<file path="src/rtl/int_exc_sequencer.sv">
`default_nettype none
// ==== int_exc_sequencer : steers IF into interrupt (drain/push/vector) and exception (flush/jump) entry ====
// ==== rev 1.0 =============================================================================================
module int_exc_sequencer #(
  parameter int          DRAIN_CYCLES = 4,
  parameter logic [31:0] INT_VEC_ADDR = 32'h0000_0000,
  parameter logic [31:0] EXC_HANDLER  = 32'h0000_0100
) (
  input  logic        clk,
  input  logic        reset,
  input  logic        interrupt,
  input  logic        exception,
  input  logic [31:0] exc_pc,
  input  logic [31:0] resume_pc,
  output logic        push_req,
  output logic [15:0] push_data,
  input  logic        push_ack,
  output logic        vec_rd_req,
  output logic [31:0] vec_rd_addr,
  input  logic [15:0] vec_rd_data,
  input  logic        vec_rd_ack,
  output logic        stall,
  output logic        flush,
  output logic        jmp_sgn,
  output logic [31:0] PC_jmpValue,
  output logic [31:0] EPC,
  output logic        busy
);

  typedef enum logic [2:0] {
    IDLE    = 3'd0,
    DRAIN   = 3'd1,
    PUSH_HI = 3'd2,
    PUSH_LO = 3'd3,
    VEC_LO  = 3'd4,
    VEC_HI  = 3'd5,
    EXC_JMP = 3'd6,
    JUMP    = 3'd7
  } state_t;

  localparam logic [3:0] CNT_INIT = 4'(DRAIN_CYCLES - 1);

  state_t      state, next_state;
  logic        int_prev, int_pend, exc_pend, rpc_held;
  logic [3:0]  cnt;
  logic [31:0] rpc, vec, exc_pc_lat;
  logic        int_edge, exc_take, int_take, preempt;

  assign int_edge = interrupt & ~int_prev;

  always_comb begin
    next_state  = state;
    exc_take    = 1'b0;
    int_take    = 1'b0;
    preempt     = 1'b0;
    stall       = 1'b0;
    push_req    = 1'b0;
    push_data   = 16'h0000;
    vec_rd_req  = 1'b0;
    vec_rd_addr = 32'h0000_0000;
    jmp_sgn     = 1'b0;
    PC_jmpValue = 32'h0000_0000;
    case (state)
      IDLE: begin
        if (exception || exc_pend) begin
          exc_take   = 1'b1;
          next_state = EXC_JMP;
        end else if (int_pend || int_edge) begin
          int_take   = 1'b1;
          next_state = DRAIN;
        end
      end
      DRAIN: begin
        stall = 1'b1;
        if (exception) begin
          preempt    = 1'b1;
          next_state = EXC_JMP;
        end else if (cnt == 4'd0) begin
          next_state = PUSH_HI;
        end
      end
      PUSH_HI: begin
        stall     = 1'b1;
        push_req  = 1'b1;
        push_data = rpc[31:16];
        if (push_ack) next_state = PUSH_LO;
      end
      PUSH_LO: begin
        stall     = 1'b1;
        push_req  = 1'b1;
        push_data = rpc[15:0];
        if (push_ack) next_state = VEC_LO;
      end
      VEC_LO: begin
        stall       = 1'b1;
        vec_rd_req  = 1'b1;
        vec_rd_addr = INT_VEC_ADDR;
        if (vec_rd_ack) next_state = VEC_HI;
      end
      VEC_HI: begin
        stall       = 1'b1;
        vec_rd_req  = 1'b1;
        vec_rd_addr = INT_VEC_ADDR + 32'd1;
        if (vec_rd_ack) next_state = JUMP;
      end
      JUMP: begin
        jmp_sgn     = 1'b1;
        PC_jmpValue = vec;
        next_state  = IDLE;
      end
      EXC_JMP: begin
        jmp_sgn     = 1'b1;
        PC_jmpValue = EXC_HANDLER;
        next_state  = IDLE;
      end
      default: next_state = IDLE;
    endcase
    // Flush is the only output tied to a live input; held low while reset is asserted.
    flush = reset & (exc_take | preempt);
    busy  = (state != IDLE);
  end

  always_ff @(posedge clk) begin
    if (!reset) begin
      state      <= IDLE;
      int_prev   <= 1'b0;
      int_pend   <= 1'b0;
      exc_pend   <= 1'b0;
      rpc_held   <= 1'b0;
      cnt        <= 4'd0;
      rpc        <= 32'h0000_0000;
      vec        <= 32'h0000_0000;
      exc_pc_lat <= 32'h0000_0000;
      EPC        <= 32'h0000_0000;
    end else begin
      state    <= next_state;
      int_prev <= interrupt;

      if (int_take)                 int_pend <= 1'b0;
      else if (preempt || int_edge) int_pend <= 1'b1;

      // A preempted interrupt keeps the resume PC it captured on first acceptance.
      if (int_take) begin
        rpc_held <= 1'b0;
        cnt      <= CNT_INIT;
        if (!rpc_held) rpc <= resume_pc;
      end else if (preempt) begin
        rpc_held <= 1'b1;
      end else if (state == DRAIN && cnt != 4'd0) begin
        cnt <= cnt - 4'd1;
      end

      if (exc_take) begin
        exc_pend <= 1'b0;
        EPC      <= exception ? exc_pc : exc_pc_lat;
      end else if (preempt) begin
        EPC <= exc_pc;
      end else if (exception && state != IDLE && state != DRAIN) begin
        exc_pend   <= 1'b1;
        exc_pc_lat <= exc_pc;
      end

      if (state == VEC_LO && vec_rd_ack) vec[15:0]  <= vec_rd_data;
      if (state == VEC_HI && vec_rd_ack) vec[31:16] <= vec_rd_data;
    end
  end

endmodule
`default_nettype wire

</file>
<file path="config.mk">
export PLATFORM = sky130hd
export DESIGN_NAME = int_exc_sequencer
export DESIGN_NICKNAME = d
export VERILOG_FILES = /design/src/rtl/int_exc_sequencer.sv
export SDC_FILE = /design/constraint.sdc
export NUM_CORES = 1
export LEC_CHECK = 0
export CAP_MARGIN = 20
export CORE_UTILIZATION = 42
export CTS_CLUSTER_DIAMETER = 30
export CTS_CLUSTER_SIZE = 12
export DETAILED_ROUTE_END_ITERATION = 6
export HOLD_SLACK_MARGIN = 0.05
export PLACE_DENSITY_LB_ADDON = 0.15
export SYNTH_ARGS = -nofsm -noshare
export SYNTH_HDL_FRONTEND = slang
export SYNTH_SLANG_ARGS = --single-unit
</file>
<file path="constraint.sdc">
create_clock -name clk -period 1.7 [get_ports clk]
set_input_delay 0.255 -clock clk [delete_from_list [all_inputs] [get_ports clk]]
set_output_delay 0.255 -clock clk [all_outputs]
set_load 0.005 [all_outputs]
</file>
**After elaboration in Yosys (flattened, before gate mapping)**

Cells that the tools add are included.

- Input bits: 86
- Register bits after elaboration: 139
- Word-level logic and storage cells: 91

- Reduce and logical (&&, ||, !) cells: 26
- Mux-type cells: 29
- Bitwise gates (word level): 8
- Eq/ne operators: 15
- Add/sub/neg operators: 1

Operators by type and width:

| operator | number |
|---|---|
| two-way mux 32 bit | 3 |
| case mux 32 bit (2 select lines) | 1 |
| case mux 16 bit (2 select lines) | 1 |
| two-way mux 3 bit | 8 |
| case mux 3 bit (7 select lines) | 1 |
| equality test 3 bit (second input constant) | 4 |
| two-way mux 1 bit | 12 |
| inequality test 2 bit (second input constant) | 5 |
| OR reduction 2 bit | 5 |
| AND reduction 2 bit | 4 |
| equality test 3 x 2 -> 1 bit (second input constant) | 2 |
| two-way mux 2 bit | 3 |
| inequality test 3 bit (second input constant) | 2 |
| AND reduction 6 bit | 1 |
| logical AND 1 bit | 5 |
| inverter 1 bit | 5 |
| OR reduction 5 bit | 1 |
| zero test 4 bit | 1 |
| nonzero test 2 bit | 2 |
| nonzero test 4 bit | 1 |
| subtractor 4 x 1 -> 4 bit (second input constant) | 1 |
| equality test 3 x 1 -> 1 bit (second input constant) | 1 |
| zero test 3 bit | 1 |
| logical OR 1 bit | 3 |
| other kinds (5) | 6 |

**Logic depth before layout (Yosys ltp)**

Gate-level depths: netlist (run 1).

- Word-level depth: 8
- Gate-level depth with buffers: 8
- Gate-level depth less buffers: 6

**Worst setup path after synthesis (run 1)**

OpenSTA, ideal clock, no wires.

- Path type: reg-to-reg
- Start point: register state[1]
- End point: register cnt[1]
- Path buffers: 1
- Data required time: 1.624 ns
- Stages on the path, launching flop included: 6
- Setup slack: 0.066 ns
- Period minus slack after synthesis: 1.634 ns
- Library setup time: 0.076 ns
- Data arrival time: 1.558 ns
- Cell sequence: dfxtp_1 -> buf_2 -> or3b_4 -> nor3_2 -> mux2_2 -> a21boi_0

- Cells in the longest elaborated chain, start to end: 4
- Elaborated cells between the ends (all ways): 9
- Those cells by class: 2 x eq/ne; 3 x mux; 4 x reduce/logical

RTL lines:

| item | line | source |
|---|---|---|
| from (decl) | 43 | `state_t state, next_state;` |
| from (signal assigned) | 136 | `state <= next_state;` |
| equality test 3 x 1 -> 1 bit / zero test 3 bit (equally long branches) | 63, 149 |  |
| two-way mux 1 bit / logical AND 1 bit (equally long branches) | 63, 149 |  |
| inequality test 2 bit (no line) / nonzero test 2 bit (equally long branches) | -- |  |
| AND reduction 2 bit (no line) | -- |  |
| to (signal assigned) | 150 | `cnt <= cnt - 4'd1;` |
| to (decl) | 45 | `logic [3:0] cnt;` |

Parallel ways exist; a longest one is shown, timed or not.
A chain may end at the register's enable or synchronous reset.

**Final worst setup path (run 1)**

- Start point: register state[2]
- End point: register state[0]

- Cells in the longest elaborated chain, start to end: 3
- Elaborated cells between the ends (all ways): 17
- Those cells by class: 13 x eq/ne; 1 x mux; 3 x reduce/logical

RTL lines:

| item | line | source |
|---|---|---|
| equality test 3 x 1 -> 1 bit, or another cell as far along | 63 | `case (state)` |
| inequality test 3 bit (no line), or another cell as far along | -- |  |
| AND reduction 6 bit (no line) / case mux 3 bit (7 select lines) (equally long branches) | -- |  |

Parallel ways exist; a longest one is shown, timed or not.

==> impl_metrics.py, run 1 <==
metrics = {
    "drt": {
        "dr_total_vias": 5763,
        "ant_nets": 0,
        "drt_iter0_drc": 331,
        "wl_per_cell_um": 15.23,
        "drt-total-wl_um": 17670,
        "drt_pass1_iterations": 4,
        "vias_per_cell": 4.968,
        "drc": 0,
    },
    "synthesis": {
        "yosys_most_used_dff": "dfxtp_1",
        "synthesis.area_mm2": 0.006221,
        "ys_seq_area_frac": 0.4473,
        "synthDistinctLibCells": 47,
        "synth_edf_count": 0,
        "async_reset_ff_frac": 0,
        "yosys_warnings": 0,
        "syn_area_per_cell_um2": 8.339,
        "synth_cells": 746,
        "synth_seq_cells": 139,
    },
    "power": {
        "p_total_mw": 13.37,
        "static-leakage-power_nw": 4.356,
        "max-vdd-ir-drop_v": 0.0008824,
        "powerDensity_mw_per_mm2": 1351,
    },
    "timing": {
        "setup_viol": 112,
        "max_freq_mhz": 523.4,
        "layout_setup_ws_ns": -0.2104,
        "rsz0062_at_grt": "true",
        "hold_viol": 0,
        "tightestPinTransition_ns": 0.5166,
        "relSlewSlack": 0.6556,
        "period_share": 1.124,
        "period_minus_slack_ns": 1.910,
        "slew_viol_final": 0,
        "skew_ns": 0.008394,
    },
    "flow_run": {
        "cap_viol_max_count": 0,
    },
    "place": {
        "dpl_worst_slack_ns": -0.2146,
        "routabilityCongestion": 0.7811,
        "dp_hpwl_um": 10370,
        "io_buffers": 172,
    },
    "floorplan": {
        "die_h_um": 123.7,
        "dieWidth_um": 123.7,
        "die_area_mm2": 0.01530,
        "rows": 44,
        "coreArea_mm2": 0.01448,
        "initial_utilization": 0.4297,
        "pin_count": 204,
    },
    "worst_setup_path": {
        "critPathLaunchType": "flip-flop",
        "crit_fanout": 3,
        "crit_type": "flip-flop to flip-flop",
        "worst-r2r-setup-slack_ns": -0.21,
        "critPathCaptureType": "flip-flop",
        "timing.critical_path.buf_inv": 3,
        "crit_arrival_ns": 2.26,
        "critPathRequiredTime_ns": 2.05,
        "crit_path_cell_trace": "buf_6 -> buf_6 -> buf_6 -> or3b_4 -> or3_4 -> o211ai_2 -> o2111a_1",
        "path_common_cell": "buf_6",
        "cpMaxStageDelayCell": "or3_4",
        "critPathMaxStageDelay_ns": 0.44,
        "crit_family": "simple AND/OR/NAND/NOR gates",
    },
    "layout": {
        "layout_commonest_cell": "nand2_1",
        "final_cell_mix": "nand2_1 (162), dfxtp_1 (136), clkdlybuf4s50_1 (116), a21boi_0 (50), buf_6 (45)",
        "drive_gt1_frac": 0.2838,
        "diodes": 0,
        "final_nets": 1050,
        "syn2layout_area_growth_pct": 59.07,
    },
    "clock_tree": {
        "hold_buffers": 0,
        "ctsRootBufferMaster": "clkbuf_16",
        "cts_buffers": 17,
        "clockBufferDepth": 2,
        "cts_tree": "yes",
        "cts.htree.levels": 4,
        "path_clk_slew_ns": 0.06,
        "clock_latency_ns": 0.42,
        "cts_sinks": 139,
    },
    "grt": {
        "gr-total-overflow": 0,
        "antenna_found_initial": 0,
        "grt_max_degree": 137,
        "grtUsageTotal": 0.2253,
        "grt_pass1_vias": 5525,
        "grt_pass1_wl_um": 26670,
    },
    "run_status": {
        "violations": "setup timing",
        "outcome": "finished with violations",
    },
    "min_path": {
        "hp-class": "input port to flip-flop",
    },
}
-- metal layers --
| metal | wire length, um | track usage | part of all wire | up-vias |
|---|---|---|---|---|
| li1 | - | - | - | 2858 |
| met1 | 7539 | 0.2622 | 0.43 | 2717 |
| met2 | 8740 | 0.3934 | 0.49 | 163 |
| met3 | 1097 | 0.06639 | 0.062 | 25 |
| met4 | 289 | 0.07380 | 0.016 | 0 |
| met5 | 0 | 0 | 0 | - |
-- path summary, 6_finish.rpt --
path                 start        to  cells past startpoint
hold / removal       reset   rpc[12]                      3
hold reg to reg     vec[2]    vec[2]                      2
setup / recovery  state[2]  state[0]                      7
setup reg to reg  state[2]  state[0]                      7
-- kinds of logic after synthesis --
family / synth area share
AND/OR/NAND/NOR: 0.2267
flip-flops: 0.4473
multiplexers: 0.07904
XOR/XNOR: 0.004224
AO/OA/AOI/OAI: 0.1611
adder cells (fa/ha/maj): 0.002011
other: 0.0006028
buffers and inverters: 0.07904
-- final cells by class --
| type | count | area [um2] |
|---|---|---|
| fill | 1117 | 4583 |
| timing repair buffer | 255 | 2587 |
| clock inverter | 12 | 138.9 |
| multi-input combinational | 542 | 3656 |
| sequential | 139 | 2794 |
| inverter | 8 | 32.53 |
| tap | 184 | 230.2 |
| clock buffer | 20 | 456.7 |
-- where the power goes --
part           leakage, nW  internal (mW)  switching (mW)
logic                 2.93           2.92            2.42
clock network        0.291           2.25            1.44
registers             1.14           3.90           0.430
total                 4.36           9.07            4.29
-- flip-flops by register name, summed over array words and instances, names as in the netlist --
signal	count
exc_pend	1
rpc_held	1
int_pend	1
EPC	32
vec	32
exc_pc_lat	32
state	3
rpc	32
int_prev	1
cnt	4
-- synth_stat cells (2+ instances only) --
master    count  area share
xnor2_1       3      0.0042
a21oi_1       4      0.0032
clkbuf_1     40       0.024
nor2b_1      36       0.036
a21boi_0     66       0.080
dfxtp_1     139        0.45
buf_2        13       0.010
buf_4        31       0.037
o21a_1        2      0.0024
mux2i_1      48       0.077
inv_1         7      0.0042
o21ai_0      34       0.027
and2_1       34       0.034
nand3_1       4      0.0032
and3_1        2      0.0020
nand2_1     196        0.12
nor2_1       25       0.015
clkbuf_2      2      0.0016
a31oi_1      32       0.032
-- repair_timing --
action / CTS / global route
gates resized for setup: 278 / 146
buffers inserted: 29 / 11
gates cloned: 7 / 2
pin swaps: 45 / 78
setup endpoints to repair: 113 / 126
-- worst reg2reg max path: stages, from the launching register on --
cell,delay [ns]
dfxtp_4,0.35
buf_6,0.12
buf_6,0.11
buf_6,0.10
or3b_4,0.40
or3_4,0.44
o211ai_2,0.08
o2111a_1,0.22
-- metrics by stage --
step | TNS, ns | utilization | cells | hold slack (ns) | instance area, um2
after global routing | -20.62 | 0.6835 | 1160 | 0.4194 | 9896
after CTS | -14.60 | 0.6512 | 1154 | 0.4041 | 9429
after detailed placement | -18.19 | 0.5741 | 1088 | 0.4479 | 8313
after floorplan | 0 | - | 776 | 0.3767 | 6334
final | -11.15 | 0.6835 | 1160 | 0.3938 | 9896
after global placement | -12.75 | 0.5741 | 1088 | 0.4371 | 8313
Power figures use the tool's default switching activity.
==> run 2, diff against run 1 <==
--- a/config.mk
+++ b/config.mk
@@ -6,7 +6,8 @@
 export NUM_CORES = 1
 export LEC_CHECK = 0
 export CAP_MARGIN = 20
-export CORE_UTILIZATION = 42
+export CORE_UTILIZATION = 43
+export CTS_BUF_LIST = sky130_fd_sc_hd__clkbuf_4
 export CTS_CLUSTER_DIAMETER = 30
 export CTS_CLUSTER_SIZE = 12
 export DETAILED_ROUTE_END_ITERATION = 6
==> impl_metrics.py, run 2 (synthesis gave the netlist of run 1 again) <==
metrics = {
    "run_status": {
        "outcome": "finished with violations",
        "violations": "setup timing",
    },
    "drt": {
        "drt_iter0_drc": 263,
        "wl_met2_um": 9176,
        "drt-total-wl_um": 18050,
        "dr_total_vias": 5781,
        "drt_pass1_iterations": 7,
        "m1WireLength_um": 7764,
        "wl_per_cell_um": 15.71,
        "drc": 0,
        "wl_met3_um": 900,
        "vias_per_cell": 5.031,
        "top_layer": "met4",
        "ant_nets": 0,
    },
    "floorplan": {
        "rows": 43,
        "pin_count": 204,
        "die_h_um": 122.3,
        "die_area_mm2": 0.01495,
        "initial_utilization": 0.4447,
        "dieWidth_um": 122.3,
        "coreArea_mm2": 0.01399,
    },
    "timing": {
        "period_minus_slack_ns": 1.866,
        "skew_ns": 0.01709,
        "rsz0062_at_grt": "true",
        "tns_ns": -11.71,
        "whs_ns": 0.2781,
        "slew_viol_final": 0,
        "layout_setup_ws_ns": -0.1659,
        "period_share": 1.098,
        "hold_viol": 0,
        "setup_viol": 124,
        "max_freq_mhz": 535.9,
    },
    "grt": {
        "grtUsageTotal": 0.2255,
        "grt_max_degree": 137,
        "gr-total-overflow": 0,
        "grt_pass1_vias": 5478,
        "antenna_found_initial": 0,
        "grt_pass1_wl_um": 26280,
    },
    "power": {
        "powerDensity_mw_per_mm2": 1195,
        "power_frac_clock": 0.187,
        "max-vdd-ir-drop_v": 0.0005945,
        "p_int_mw": 7.378,
        "p_comb_frac": 0.431,
        "power.switching_mw": 3.974,
        "p_seq_frac": 0.381,
        "static-leakage-power_nw": 4.388,
        "switching_share": 0.3501,
    },
    "worst_setup_path": {
        "critPathMaxStageDelay_ns": 0.35,
        "r2r_end": "state[0]",
        "worst-r2r-setup-slack_ns": -0.14,
        "cpMaxStageDelayCell": "dfxtp_2",
        "critPathRequiredTime_ns": 1.44,
        "reg2reg_from": "state[2]",
        "crit_path_cell_trace": "buf_6 -> buf_6 -> nor2b_4 -> buf_6 -> and2_4 -> buf_6",
        "timing.critical_path.buf_inv": 4,
        "critPathLaunchType": "flip-flop",
        "crit_type": "flip-flop to primary output",
        "crit_arrival_ns": 1.61,
        "crit_family": "buffers and inverters",
        "path_common_cell": "buf_6",
        "reg2reg_depth": 7,
        "critPathCaptureType": "primary output",
        "crit_fanout": 5,
    },
    "clock_tree": {
        "clock_latency_ns": 0.55,
        "cts_sinks": 139,
        "hold_buffers": 0,
        "path_clk_slew_ns": 0.13,
        "cts.htree.levels": 4,
        "clockBufferDepth": 2,
        "cts_buffers": 17,
        "ctsRootBufferMaster": "clkbuf_4",
        "cts_tree": "yes",
    },
    "min_path": {
        "hp-class": "input port to flip-flop",
        "min_from": "reset",
        "min_to": "EPC[2]",
        "hold_depth": 4,
    },
    "layout": {
        "multi_input_area_mm2": 0.003472,
        "diodes": 0,
        "syn2layout_area_growth_pct": 52.72,
        "drive_gt1_frac": 0.3044,
        "register_area_mm2": 0.002828,
        "fillers": 1124,
        "layout_commonest_cell": "nand2_1",
        "final_nets": 1043,
        "final_cell_mix": "nand2_1 (168), dfxtp_1 (105), clkdlybuf4s50_1 (85), a21boi_0 (61), buf_6 (55)",
    },
    "place": {
        "dp_hpwl_um": 10370,
        "routabilityCongestion": 0.8114,
        "dpl_worst_slack_ns": -0.1872,
        "io_buffers": 172,
    },
    "flow_run": {
        "cap_viol_max_count": 0,
    },
}
## run 2: how the worst max path moves through the flow
stage / startpoint / endpoint / slack, ns / depth (start not counted)
floorplan: state[1] / cnt[1] / 0.07 / 5
CTS: state[1] / PC_jmpValue[24] / -0.33 / 8
global route: state[2] / stall / -0.27 / 6
detailed placement: exception / rpc[24] / -0.19 / 7
global placement: exception / rpc[16] / -0.08 / 7
finish: state[2] / vec_rd_addr[0] / -0.17 / 6
## run 2: power groups by stage
stage / Combinational [mW] / Clock [mW] / Sequential [mW]
floorplan: 1.97 / 0 / 4.21
global placement: 3.71 / 0 / 4.24
detailed placement: 3.81 / 0 / 4.27
CTS: 4.37 / 2.18 / 4.26
global route: 5.27 / 2.34 / 4.40
finish: 4.90 / 2.13 / 4.33
## run 2: cell type report
class | instances | share of cell area
sequential | 139 | 0.2976
tap | 180 | 0.02371
clock buffer | 17 | 0.01343
clock inverter | 15 | 0.01580
inverter | 8 | 0.004083
timing repair buffer | 247 | 0.2799
multi-input combinational | 543 | 0.3655
## run 2: per-stage QoR
| step | instances | total power, mW | util | area [um2] |
|---|---|---|---|---|
| 3_5_place_dp | 1078 | 8.075 | 0.5907 | 8263 |
| 2_1_floorplan | 776 | 6.185 | - | 6334 |
| 6_report | 1149 | 11.35 | 0.6792 | 9500 |
| 5_1_grt | 1149 | 12.01 | 0.6792 | 9500 |
| 3_3_place_gp | 1078 | 7.959 | 0.5907 | 8263 |
| 4_1_cts | 1136 | 10.80 | 0.6419 | 8979 |
## run 2: repair_timing
action,CTS,global route
gates resized for setup,330,137
setup buffers,23,13
endpoints found under the hold margin,0,0
pin swaps,47,64
cloned,5,6
setup endpoints to repair,82,167
## run 2: tightest hold or removal path: stages
cell	delay, ns
buf_4	0.12
buf_12	0.23
o21ai_0	0.13
a31oi_1	0.05
## run 2: per-layer routing
metal | track usage | up-vias
li1 | - | 2822
met2 | 0.3929 | 178
met4 | 0.07851 | 0
met1 | 0.2739 | 2764
met5 | 0 | -
met3 | 0.04693 | 17
==> run 3, diff against run 2 <==
--- a/config.mk
+++ b/config.mk
@@ -6,13 +6,15 @@
 export NUM_CORES = 1
 export LEC_CHECK = 0
 export CAP_MARGIN = 20
-export CORE_UTILIZATION = 43
+export CORE_UTILIZATION = 50
 export CTS_BUF_LIST = sky130_fd_sc_hd__clkbuf_4
 export CTS_CLUSTER_DIAMETER = 30
 export CTS_CLUSTER_SIZE = 12
 export DETAILED_ROUTE_END_ITERATION = 6
+export DONT_BUFFER_PORTS = 1
 export HOLD_SLACK_MARGIN = 0.05
 export PLACE_DENSITY_LB_ADDON = 0.15
+export SKIP_LAST_GASP = 1
 export SYNTH_ARGS = -nofsm -noshare
 export SYNTH_HDL_FRONTEND = slang
 export SYNTH_SLANG_ARGS = --single-unit
==> impl_metrics.py, run 3 (synthesis gave the netlist of run 1 again) <==
metrics = {
    "worst_setup_path": {
        "crit_type": "flip-flop to primary output",
        "worst-r2r-setup-slack_ns": -0.04,
        "crit_fanout": 4,
        "critPathLaunchType": "flip-flop",
        "critPathCaptureType": "primary output",
        "reg2reg_depth": 8,
        "crit_arrival_ns": 1.54,
        "reg2reg_from": "state[1]",
        "critPathRequiredTime_ns": 1.44,
        "r2r_end": "EPC[30]",
    },
    "grt": {
        "grt_pass1_vias": 4902,
        "antenna_found_initial": 0,
        "gr-total-overflow": 0,
        "grt_max_degree": 138,
        "grtUsageTotal": 0.2349,
        "grt_pass1_wl_um": 23780,
    },
    "layout": {
        "finish.utilization": 0.6293,
        "final_area_mm2": 0.007590,
        "diodes": 0,
        "final_cell_mix": "nand2_1 (195), dfxtp_1 (134), a21boi_0 (64), dlygate4sd3_1 (51), mux2i_1 (38)",
        "layout_commonest_cell": "nand2_1",
        "drive_gt1_frac": 0.1862,
        "syn2layout_area_growth_pct": 22.00,
        "final_nets": 889,
        "fillers": 1029,
    },
    "timing": {
        "period_minus_slack_ns": 1.795,
        "max_freq_mhz": 557.2,
        "skew_ns": 0.009992,
        "whs_ns": -0.1349,
        "slew_viol_final": 0,
        "setup_viol": 68,
        "tns_ns": -3.526,
        "period_share": 1.056,
        "layout_setup_ws_ns": -0.09457,
        "rsz0062_at_grt": "true",
        "hold_viol": 114,
    },
    "place": {
        "io_buffers": 0,
        "place_area_mm2": 0.006386,
        "dp_hpwl_um": 8932,
        "routabilityCongestion": 0.7512,
    },
    "floorplan": {
        "initial_utilization": 0.5158,
        "dieWidth_um": 113.5,
        "coreArea_mm2": 0.01206,
        "rows": 40,
        "die_area_mm2": 0.01289,
        "die_h_um": 113.5,
        "pin_count": 204,
    },
    "drt": {
        "drt_pass1_iterations": 5,
        "ant_nets": 0,
        "drc": 0,
        "wl_per_cell_um": 15.34,
        "drt-total-wl_um": 15020,
        "vias_per_cell": 5.254,
        "dr_total_vias": 5144,
        "drt_iter0_drc": 332,
    },
    "clock_tree": {
        "cts.htree.levels": 4,
        "ctsRootBufferMaster": "clkbuf_4",
        "clockBufferDepth": 2,
        "path_clk_slew_ns": 0.11,
        "cts_tree": "yes",
        "clock_latency_ns": 0.52,
        "cts_buffers": 17,
        "cts_sinks": 139,
        "hold_buffers": 51,
    },
    "min_path": {
        "min_from": "reset",
        "hp-class": "input port to flip-flop",
        "min_to": "EPC[8]",
        "hold_depth": 2,
    },
    "power": {
        "static-leakage-power_nw": 3.015,
        "powerDensity_mw_per_mm2": 1258,
        "max-vdd-ir-drop_v": 0.0006082,
    },
    "flow_run": {
        "cap_viol_max_count": 0,
    },
    "run_status": {
        "outcome": "finished with violations",
        "violations": "hold timing, setup timing",
    },
}
[run 3: cell types whose count changed in the layout (fill, tap and decap cells not counted), sizes merged, moves of 2 or more]
cell | previous run | this run
dlygate4sd2 | 8 | 0
clkinv | 9 | 6
clkdlybuf4s50 | 85 | 0
clkinvlp | 4 | 1
buf | 120 | 42
bufinv | 2 | 0
dlymetal6s2s | 23 | 0
clkbuf | 26 | 23
clkdlybuf4s15 | 2 | 0
dlygate4sd3 | 0 | 51
[run 3: final cells by class]
| class | count | area [um2] | share of cell area |
|---|---|---|---|
| clock inverter | 6 | 27.53 | 0.003627 |
| tap | 168 | 210.2 | 0.02770 |
| sequential | 139 | 2796 | 0.3684 |
| timing repair buffer | 94 | 1022 | 0.1347 |
| multi-input combinational | 542 | 3334 | 0.4393 |
| clock buffer | 22 | 165.2 | 0.02176 |
| inverter | 8 | 33.78 | 0.004451 |
[run 3: timing repair]
| action | 4_1_cts | 5_1_grt |
|---|---|---|
| pin swaps | 20 | 7 |
| endpoints found under the setup margin | 54 | 88 |
| endpoints found under the hold margin | 139 | 138 |
| resized for setup | 80 | 28 |
| gates cloned | 4 | 1 |
| setup buffers | 13 | 6 |
[run 3: per-layer routing]
| layer | up-vias | GRT usage | wire, um |
|---|---|---|---|
| met2 | 172 | 0.4020 | 7323 |
| met3 | 18 | 0.07173 | 1034 |
| met5 | - | 0 | 0 |
| met1 | 2440 | 0.2765 | 6464 |
| met4 | 0 | 0.08772 | 193 |
| li1 | 2514 | - | - |
[run 3: how the worst max path moves through the flow]
stage | cells after the start | slack [ns] | end | start
4_1_cts | 6 | -0.19 | PC_jmpValue[21] | state[1]
3_5_place_dp | 7 | 0.02 | cnt[1] | cnt[0]
5_1_grt | 5 | -0.20 | PC_jmpValue[8] | state[1]
2_1_floorplan | 5 | 0.07 | cnt[1] | state[1]
3_3_place_gp | 7 | 0.12 | cnt[1] | cnt[0]
6_report | 5 | -0.09 | PC_jmpValue[8] | state[1]
[run 3: worst max-delay path, stage by stage (launching register included)]
cell	delay [ns]
dfxtp_4	0.36
buf_6	0.12
nand2_4	0.06
buf_4	0.12
clkinvlp_4	0.17
o21a_1	0.19
[run 3: per-stage QoR]
stage          hold slack (ns)  setup WS, ns  cells  power, mW
6_report               -0.1349      -0.09457    979      9.549
2_1_floorplan           0.3767       0.06631    776      6.185
5_1_grt                -0.1995       -0.1989    979      10.13
4_1_cts                -0.1997       -0.1920    976      9.365
3_5_place_dp            0.3849       0.02017    880      6.993
3_3_place_gp            0.3806        0.1163    880      6.875
[run 3: report_power, final]
group	switching, mW	internal (mW)
logic	1.85	1.69
clock network	1.05	0.608
registers	0.450	3.90
